$ cat src/rtl/dht11_meas_sched.sv
// dht11_meas_sched
//   Measurement scheduler for the DHT11 interface. Launches the start-signal
//   unit, enables the byte receiver for one frame, verifies the checksum,
//   retries failed attempts and enforces the minimum gap between attempts.
//
// Ports
//   clk, rst            system clock (1 MHz tick base), async active-high reset
//   enable              level: continuous polling request
//   trigger             pulse: single-shot measurement request
//   start_go            pulse: launch the start-signal unit
//   start_ack           pulse: sensor response phase completed
//   rx_en               receiver enable for the whole frame reception
//   rx_valid, rx_byte   received byte strobe and data (frame order)
//   hum_int .. temp_dec last good measurement
//   data_valid          pulse: result outputs updated
//   meas_fail           pulse: all attempts of a measurement exhausted
//   err_timeout,
//   err_checksum        sticky cause of the last failed measurement
//   busy                measurement in progress, including pending retries
//   retry_cnt           retries used in the current measurement
module dht11_meas_sched #(
    parameter int POLL_CYCLES    = 2_000_000,
    parameter int TIMEOUT_CYCLES = 10_000,
    parameter int MAX_RETRY      = 3
) (
    input  logic                           clk,
    input  logic                           rst,
    input  logic                           enable,
    input  logic                           trigger,
    output logic                           start_go,
    input  logic                           start_ack,
    output logic                           rx_en,
    input  logic                           rx_valid,
    input  logic [7:0]                     rx_byte,
    output logic [7:0]                     hum_int,
    output logic [7:0]                     hum_dec,
    output logic [7:0]                     temp_int,
    output logic [7:0]                     temp_dec,
    output logic                           data_valid,
    output logic                           meas_fail,
    output logic                           err_timeout,
    output logic                           err_checksum,
    output logic                           busy,
    output logic [$clog2(MAX_RETRY+1)-1:0] retry_cnt
);

    localparam int GW = $clog2(POLL_CYCLES + 1);
    localparam int WW = $clog2(TIMEOUT_CYCLES + 1);
    localparam int RW = $clog2(MAX_RETRY + 1);

    typedef enum logic [2:0] {
        IDLE,
        START,
        RESP,
        RECV,
        CHECK
    } state_t;

    state_t          state;
    state_t          state_next;

    logic [GW-1:0]   gap_cnt;
    logic [WW-1:0]   wd_cnt;
    logic [2:0]      idx;
    logic [7:0]      frame [0:4];
    logic            trig_pend;
    logic            retry_pend;

    logic            gap_done;
    logic            wd_zero;
    logic [7:0]      sum;
    logic            fail;
    logic            fail_to;
    logic            success;
    logic            attempt_end;
    logic            enter_start;
    logic            retry_last;
    logic            retry_pend_next;

    assign gap_done    = (gap_cnt == '0);
    assign wd_zero     = (wd_cnt == '0);
    assign sum         = frame[0] + frame[1] + frame[2] + frame[3];
    assign attempt_end = fail | success;
    assign retry_last  = (retry_cnt == RW'(MAX_RETRY));

    always_ff @(posedge clk or posedge rst) begin
        if (rst) begin
            state <= IDLE;
        end else begin
            state <= state_next;
        end
    end

    always_comb begin
        state_next      = state;
        fail            = 1'b0;
        fail_to         = 1'b0;
        success         = 1'b0;
        enter_start     = 1'b0;
        retry_pend_next = retry_pend;
        case (state)
            IDLE: begin
                if (gap_done && (retry_pend || enable || trig_pend)) begin
                    state_next  = START;
                    enter_start = 1'b1;
                end
            end
            START: begin
                state_next = RESP;
            end
            RESP: begin
                if (start_ack) begin
                    state_next = RECV;
                end else if (wd_zero) begin
                    fail       = 1'b1;
                    fail_to    = 1'b1;
                    state_next = IDLE;
                end
            end
            RECV: begin
                // a final byte arriving in the expiry cycle still completes the frame
                if (rx_valid && (idx == 3'd4)) begin
                    state_next = CHECK;
                end else if (wd_zero) begin
                    fail       = 1'b1;
                    fail_to    = 1'b1;
                    state_next = IDLE;
                end
            end
            CHECK: begin
                if (sum == frame[4]) begin
                    success = 1'b1;
                end else begin
                    fail = 1'b1;
                end
                state_next = IDLE;
            end
            default: begin
                state_next = IDLE;
            end
        endcase

        if (enter_start) begin
            retry_pend_next = 1'b0;
        end else if (fail) begin
            retry_pend_next = !retry_last;
        end
    end

    always_ff @(posedge clk or posedge rst) begin
        if (rst) begin
            start_go     <= 1'b0;
            rx_en        <= 1'b0;
            busy         <= 1'b0;
            data_valid   <= 1'b0;
            meas_fail    <= 1'b0;
            err_timeout  <= 1'b0;
            err_checksum <= 1'b0;
            retry_cnt    <= '0;
            hum_int      <= '0;
            hum_dec      <= '0;
            temp_int     <= '0;
            temp_dec     <= '0;
            gap_cnt      <= GW'(POLL_CYCLES);
            wd_cnt       <= '0;
            idx          <= '0;
            trig_pend    <= 1'b0;
            retry_pend   <= 1'b0;
            for (int unsigned i = 0; i < 5; i++) begin
                frame[i] <= '0;
            end
        end else begin
            // registered outputs are driven from the next-state decode so they
            // line up with the state they describe
            start_go   <= (state_next == START);
            rx_en      <= (state_next == RECV);
            busy       <= (state_next != IDLE) || retry_pend_next;
            retry_pend <= retry_pend_next;
            data_valid <= 1'b0;
            meas_fail  <= 1'b0;

            if (enter_start) begin
                trig_pend <= 1'b0;
            end else if (trigger) begin
                trig_pend <= 1'b1;
            end

            if (attempt_end) begin
                gap_cnt <= GW'(POLL_CYCLES);
            end else if (!gap_done) begin
                gap_cnt <= gap_cnt - GW'(1);
            end

            if ((state == START) || ((state == RESP) && start_ack)) begin
                wd_cnt <= WW'(TIMEOUT_CYCLES);
            end else if (((state == RESP) || (state == RECV)) && !wd_zero) begin
                wd_cnt <= wd_cnt - WW'(1);
            end

            if ((state == RESP) && start_ack) begin
                idx <= '0;
            end else if ((state == RECV) && rx_valid) begin
                frame[idx] <= rx_byte;
                idx        <= idx + 3'd1;
            end

            if (success) begin
                hum_int      <= frame[0];
                hum_dec      <= frame[1];
                temp_int     <= frame[2];
                temp_dec     <= frame[3];
                data_valid   <= 1'b1;
                err_timeout  <= 1'b0;
                err_checksum <= 1'b0;
                retry_cnt    <= '0;
            end else if (fail) begin
                if (!retry_last) begin
                    retry_cnt <= retry_cnt + RW'(1);
                end else begin
                    meas_fail    <= 1'b1;
                    err_timeout  <= fail_to;
                    err_checksum <= !fail_to;
                    retry_cnt    <= '0;
                end
            end
        end
    end

endmodule

$ cat config.mk
export PLATFORM = sky130hd
export DESIGN_NAME = dht11_meas_sched
export DESIGN_NICKNAME = d
export VERILOG_FILES = /design/src/rtl/dht11_meas_sched.sv
export SDC_FILE = /design/constraint.sdc
export NUM_CORES = 1
export LEC_CHECK = 0
export BUFFER_PORTS_ARGS = -buffer_cell sky130_fd_sc_hd__buf_2
export CAP_MARGIN = 30
export CORE_MARGIN = 2
export CORE_UTILIZATION = 45
export CTS_CLUSTER_DIAMETER = 40
export CTS_CLUSTER_SIZE = 30
export DETAILED_ROUTE_END_ITERATION = 8
export PLACE_DENSITY = 0.72
export SKIP_CTS_REPAIR_TIMING = 1
export SLEW_MARGIN = 20
export SYNTH_ARGS = -nofsm -noshare
export SYNTH_HDL_FRONTEND = slang
export SYNTH_SLANG_ARGS = --single-unit
export TNS_END_PERCENT = 1
$ cat constraint.sdc
create_clock -name clk -period 9.7 [get_ports clk]
set_clock_uncertainty 0.2 [all_clocks]
set_input_delay 0.485 -clock clk [delete_from_list [all_inputs] [get_ports clk]]
set_output_delay 0.485 -clock clk [all_outputs]
set_load 0.01 [all_outputs]
# Word level (Yosys, flattened, before mapping)
# Cells that the tools add are included.
[word_totals] in_bits=14 out_inout_bits=41 regBits=124 elab_cells=111
[op_classes] n_bitwise=3 n_addsub=7 eq_ne=10 magnitude_cmp=2 mux=41 n_reduce_logical=25
[op_table] op="two-way mux 21 bit" count=2
[op_table] op="bitwise mux 40 bit" count=1
[op_table] op="two-way mux 14 bit" count=2
[op_table] op="adder 8 bit" count=3
[op_table] op="demux 8 bit (select 3 bit)" count=1
[op_table] op="two-way mux 1 bit" count=22
[op_table] op="logical NOT 21 bit" count=1
[op_table] op="subtractor 21 x 1 -> 21 bit, second input constant" count=1
[op_table] op="two-way mux 3 bit" count=6
[op_table] op="logical NOT 14 bit" count=1
[op_table] op="subtractor 14 x 1 -> 14 bit, second input constant" count=1
[op_table] op="one-hot mux 3 bit (4 select lines)" count=1
[op_table] op="nonzero test 2 bit" count=5
[op_table] op="equality test 3 x 2 -> 1 bit, second input constant" count=3
[op_table] op="equality test 8 bit" count=1
[op_table] op="two-way mux 8 bit" count=1
[op_table] op="equality test 3 x 1 -> 1 bit, second input constant" count=2
[op_table] op="equality test 3 bit, second input constant" count=2
[op_table] op="logical AND 1 bit" count=6
[op_table] op="two-way mux 2 bit" count=3
[op_table] op="logical OR 1 bit" count=5
[op_table] op=">= comparator 4 bit, second input constant" count=1
[op_table] op="less-than comparator 4 x 1 -> 1 bit, second input constant" count=1
[op_table] op="NOT 3 -> 4 bit" count=1
[op_table] op="12 further kinds" count=15

# Logic depth before layout (Yosys ltp)
[logic_depth] word_depth=9 depth_mapped=13 depth_no_buf=12

# Worst setup path before layout
# No wires, ideal clock.
[synth_path] path_type="flip-flop to flip-flop" start="reg frame[9] (netlist name)" end="reg hum_dec[0]" path_buffers=1 required_time_ps=9375 arrival_ps=3757 path_slack_ps=5619 setup_time_ps=125 path_stages_with_launch=14 synth_period_minus_slack_ps=4081 cell_sequence="dfrtp_1 -> fa_1 -> inv_1 -> fa_1 -> inv_1 -> ha_1 -> fa_1 -> xnor2_1 -> xnor2_1 -> nor4_1 -> o2111ai_2 -> nor3_4 -> buf_6 -> mux2_2"
[synth_between] elab_chain_cells=4
[synth_rtl] element="start, declared" line_no="65" source="logic [7:0] frame [0:4];"
[synth_rtl] element="start signal, assigned by index" line_no="203" source="frame[idx] <= rx_byte;"
[synth_rtl] element="adder 8 bit" line_no="82" source="assign sum = frame[0] + frame[1] + frame[2] + frame[3];"
[synth_rtl] element="equality test 8 bit" line_no="131" source="if (sum == frame[4]) begin"
[synth_rtl] element="two-way mux 1 bit" line_no="131"
[synth_rtl] element="two-way mux 1 bit" line_no="101" source="case (state)"
[synth_rtl] element="end signal, assigned" line_no="209" source="hum_dec <= frame[1];"
[synth_rtl] element="end, declared" line_no="36" source="output logic [7:0] hum_dec,"
# No other way between the ends.
# A chain may end at the register's enable or synchronous reset.

# Worst setup path after layout
[layout_path] start="reg frame[9] (netlist name)" end="reg temp_int[4]"
[layout_between] elab_chain_cells=4
[layout_rtl] element="adder 8 bit" line_no="82"
[layout_rtl] element="equality test 8 bit" line_no="131"
[layout_rtl] element="two-way mux 1 bit" line_no="131"
[layout_rtl] element="two-way mux 1 bit" line_no="101"
[layout_rtl] element="end signal, assigned" line_no="210" source="temp_int <= frame[2];"
[layout_rtl] element="end, declared" line_no="37" source="output logic [7:0] temp_int,"
# No other way between the ends.

==> out/qor.yml <==
p_int_mw: 1.62
setup_viol: 0
clk_pin_slew_worst_paths_ns: 0.05
die-area_sq_um: 14200
start_util_pct: 45.6
pwr-share-clk_pct: 23.8
finalNetCount: 584
final_hold_viol_count: 43
drt_first_pass_iters: 4
worst_setup_path_start_kind: "flop"
avgViaCountPerCell: 5.36
drive_gt1_share_pct: 30.5
synth_area_leaders: "dfrtp_1 (49%), mux2_2 (11%), fa_1 (4.7%)"
clockBufferDepth: 2
path_common_cell: "fa_1"
grt_start_max_net_pins: 75
drc: 0
utilization_pct: 53.6
setup_tns_ns: 0
finalCritPeriodShare_pct: 50.4
cts_buffers: 17
clk_latency_ns: 0.41
worst-path-buf-inv: 3
ys_seq_area_share_pct: 52.2
syn-num-nets: 521
die_y_um: 119
maxCapViolCount: 0
synth_edf_count: 0
fmax_ghz: 0.204
grt_use_total_pct: 18.1
whs_ns: -0.0406
multi_input_area_sq_um: 2680
dieWidth_um: 119
crit_slowest_cell: "nor3_4"
io_pins: 55
power_frac_comb_pct: 46.6
num_antenna_cells: 0
cp.arrival_ns: 4.98
cp_top_family: "adder cells"
regArea_sq_um: 3110
area_growth_pct: 17.5
gr-total-overflow: 0
cts_tree: "yes"
root_buffer: "clkbuf_16"
hp-class: "in -> async"
syn_inst: 481
ant_nets: 0
synthTopCellsByCount: "dfrtp_1 (117), mux2_2 (60), nand2_1 (31), nor2_1 (30), inv_1 (21)"
synth_most_common_cell: "dfrtp_1"
n_fill_cell: 1103
cp_max_fo: 21
p_seq_share_pct: 29.6
period_minus_slack_ns: 4.89
synth_top_area_cell: "dfrtp_1"
max_stage_delay_ns: 0.60
cts.sinks: 124
end_kind: "flop"
slew_viol_final: 0
core_sq_um: 13100
synth_ff_type: "dfrtp_1"
status: "complete, but fails checks"
tightest_slew_ns: 0.754
violations: "hold timing"
place_area_sq_um: 6380
antenna_found_initial: 0
synthArstFlopShare_pct: 100
critPathKind: "reg -> reg"
wl_per_cell_um: 16.4
place_congestion: 0.791
synth_top_area_share_pct: 49.1
hpwl_um: 8330
rsz0062_at_grt: "false"
power_density_nw_per_um2: 378
synth_seq_cells: 124
wirelength_um: 12000
grt_pass1_wl_um: 20300
grt_pass1_vias: 4150
r2r_slack_ns: 4.81
yosysWarnings: 0
htreeDepth: 4
rows: 42
drt_iter0_drc: 360
io_buffer_count: 54
max_slew_margin_pct: 49.7
ys_types: 53
vdd.ir_drop.worst_v: 0.000249
critPathRequiredTime_ns: 9.79
vias: 3929
synth_area_per_cell_sq_um: 12.4
p_switching_mw: 1.03
final_cell_area_sq_um: 7010
worstPathCellList: "fa_1, inv_1, fa_1, inv_1, ha_1, fa_1, xnor2_1, xnor2_1, nor4_1, o2111ai_2, nor3_4, buf_4, mux2_2"
synthesis.area_sq_um: 5960
swShare_pct: 39.0
leakage_nw: 3.22
[final cells by class]
type | count | share of cell area, %
flip-flops and latches | 124 | 44.4
multi-input cells | 323 | 38.3
clock buffers | 22 | 6.91
repair buffers | 57 | 4.46
well taps | 176 | 3.14
clock inverters | 10 | 1.62
inverters | 21 | 1.16
[registers in the layout, indices dropped and copies added (netlist names), 8 cells and up]
signal	flops
temp_int	8
hum_int	8
wd_cnt	14
frame	40
gap_cnt	21
temp_dec	8
hum_dec	8
[per-layer routing]
layer	share of wire, %	vias up	global-route usage (%)
met3	3.2	15	3.69
met4	1.8	0	7.59
li1	-	1818	-
met5	0	-	0
met1	46	2014	23.9
met2	49	82	29.0
[cells by family (layout without fill, tap and decap cells)]
family,count (synthesis),in the layout,share of synthesized area [%]
AOI/OAI and AO/OA,59,59,6.71
xor gates and xnor gates,34,34,5.46
adders and majority gates,26,26,7.22
buffers and inverters,34,110,2.81
DFF,124,124,52.2
muxes,71,71,13.3
and+or+nand+nor,133,133,12.3
[cells in the final DEF (no fill, tap or decap), types with 3 or more instances in the layout]
cell        Yosys  final
mux2i_1         3      3
clkbuf_8        0      4
nand2b_1        5      5
a21oi_1        19     19
a211oi_1        4      4
nand2_1        31     31
nand4_1         3      3
ha_1           12     12
nor4_1          6      6
nor3_1         12     12
a22o_1          3      3
mux2_2         60     60
nor2_1         30     30
clkbuf_16       0     17
xor2_1         14     14
buf_2           5     54
dfrtp_1       117    117
a21o_1          3      3
nand3b_1        3      3
mux2_1          8      8
o31ai_1         4      4
clkinvlp_4      0      4
or4_1           4      4
xnor2_1        18     18
nand3_1         8      8
nor2b_1         5      5
dfstp_2         7      7
or3_1           7      7
and3_1          5      5
fa_1           14     14
clkinv_2        0      3
o21ai_0        16     16
inv_1          21     20
[through the flow]
step                      hold WS [ns]  cells  power (mW)  setup slack [ns]
final                          -0.0406    733        2.65              4.81
after detailed placement         0.269    700        2.00              4.83
after global placement           0.255    700        1.97              4.99
after floorplan                  0.242    481        1.76              5.62
after global routing            0.0238    733        2.85              4.55
after CTS                      -0.0194    732        2.67              4.77
[final timing paths]
kind,startpoint,to,cells after the start
worst max-delay path,frame[9],temp_int[4],13
min in group clk,trigger,trig_pend,3
max in group asynchronous,rst,frame[35],4
worst min-delay path,rst,data_valid,2
worst max register to register,frame[9],temp_int[4],13
worst min register to register,temp_dec[0],temp_dec[0],1
[power by group through the flow]
stage,combinational (mW),clock [mW],sequential (mW)
floorplan,1.01,0,0.748
global placement,1.19,0,0.778
detailed placement,1.22,0,0.788
CTS,1.24,0.640,0.782
global route,1.38,0.662,0.804
finish,1.24,0.632,0.784
Power figures use the tool's default switching activity.
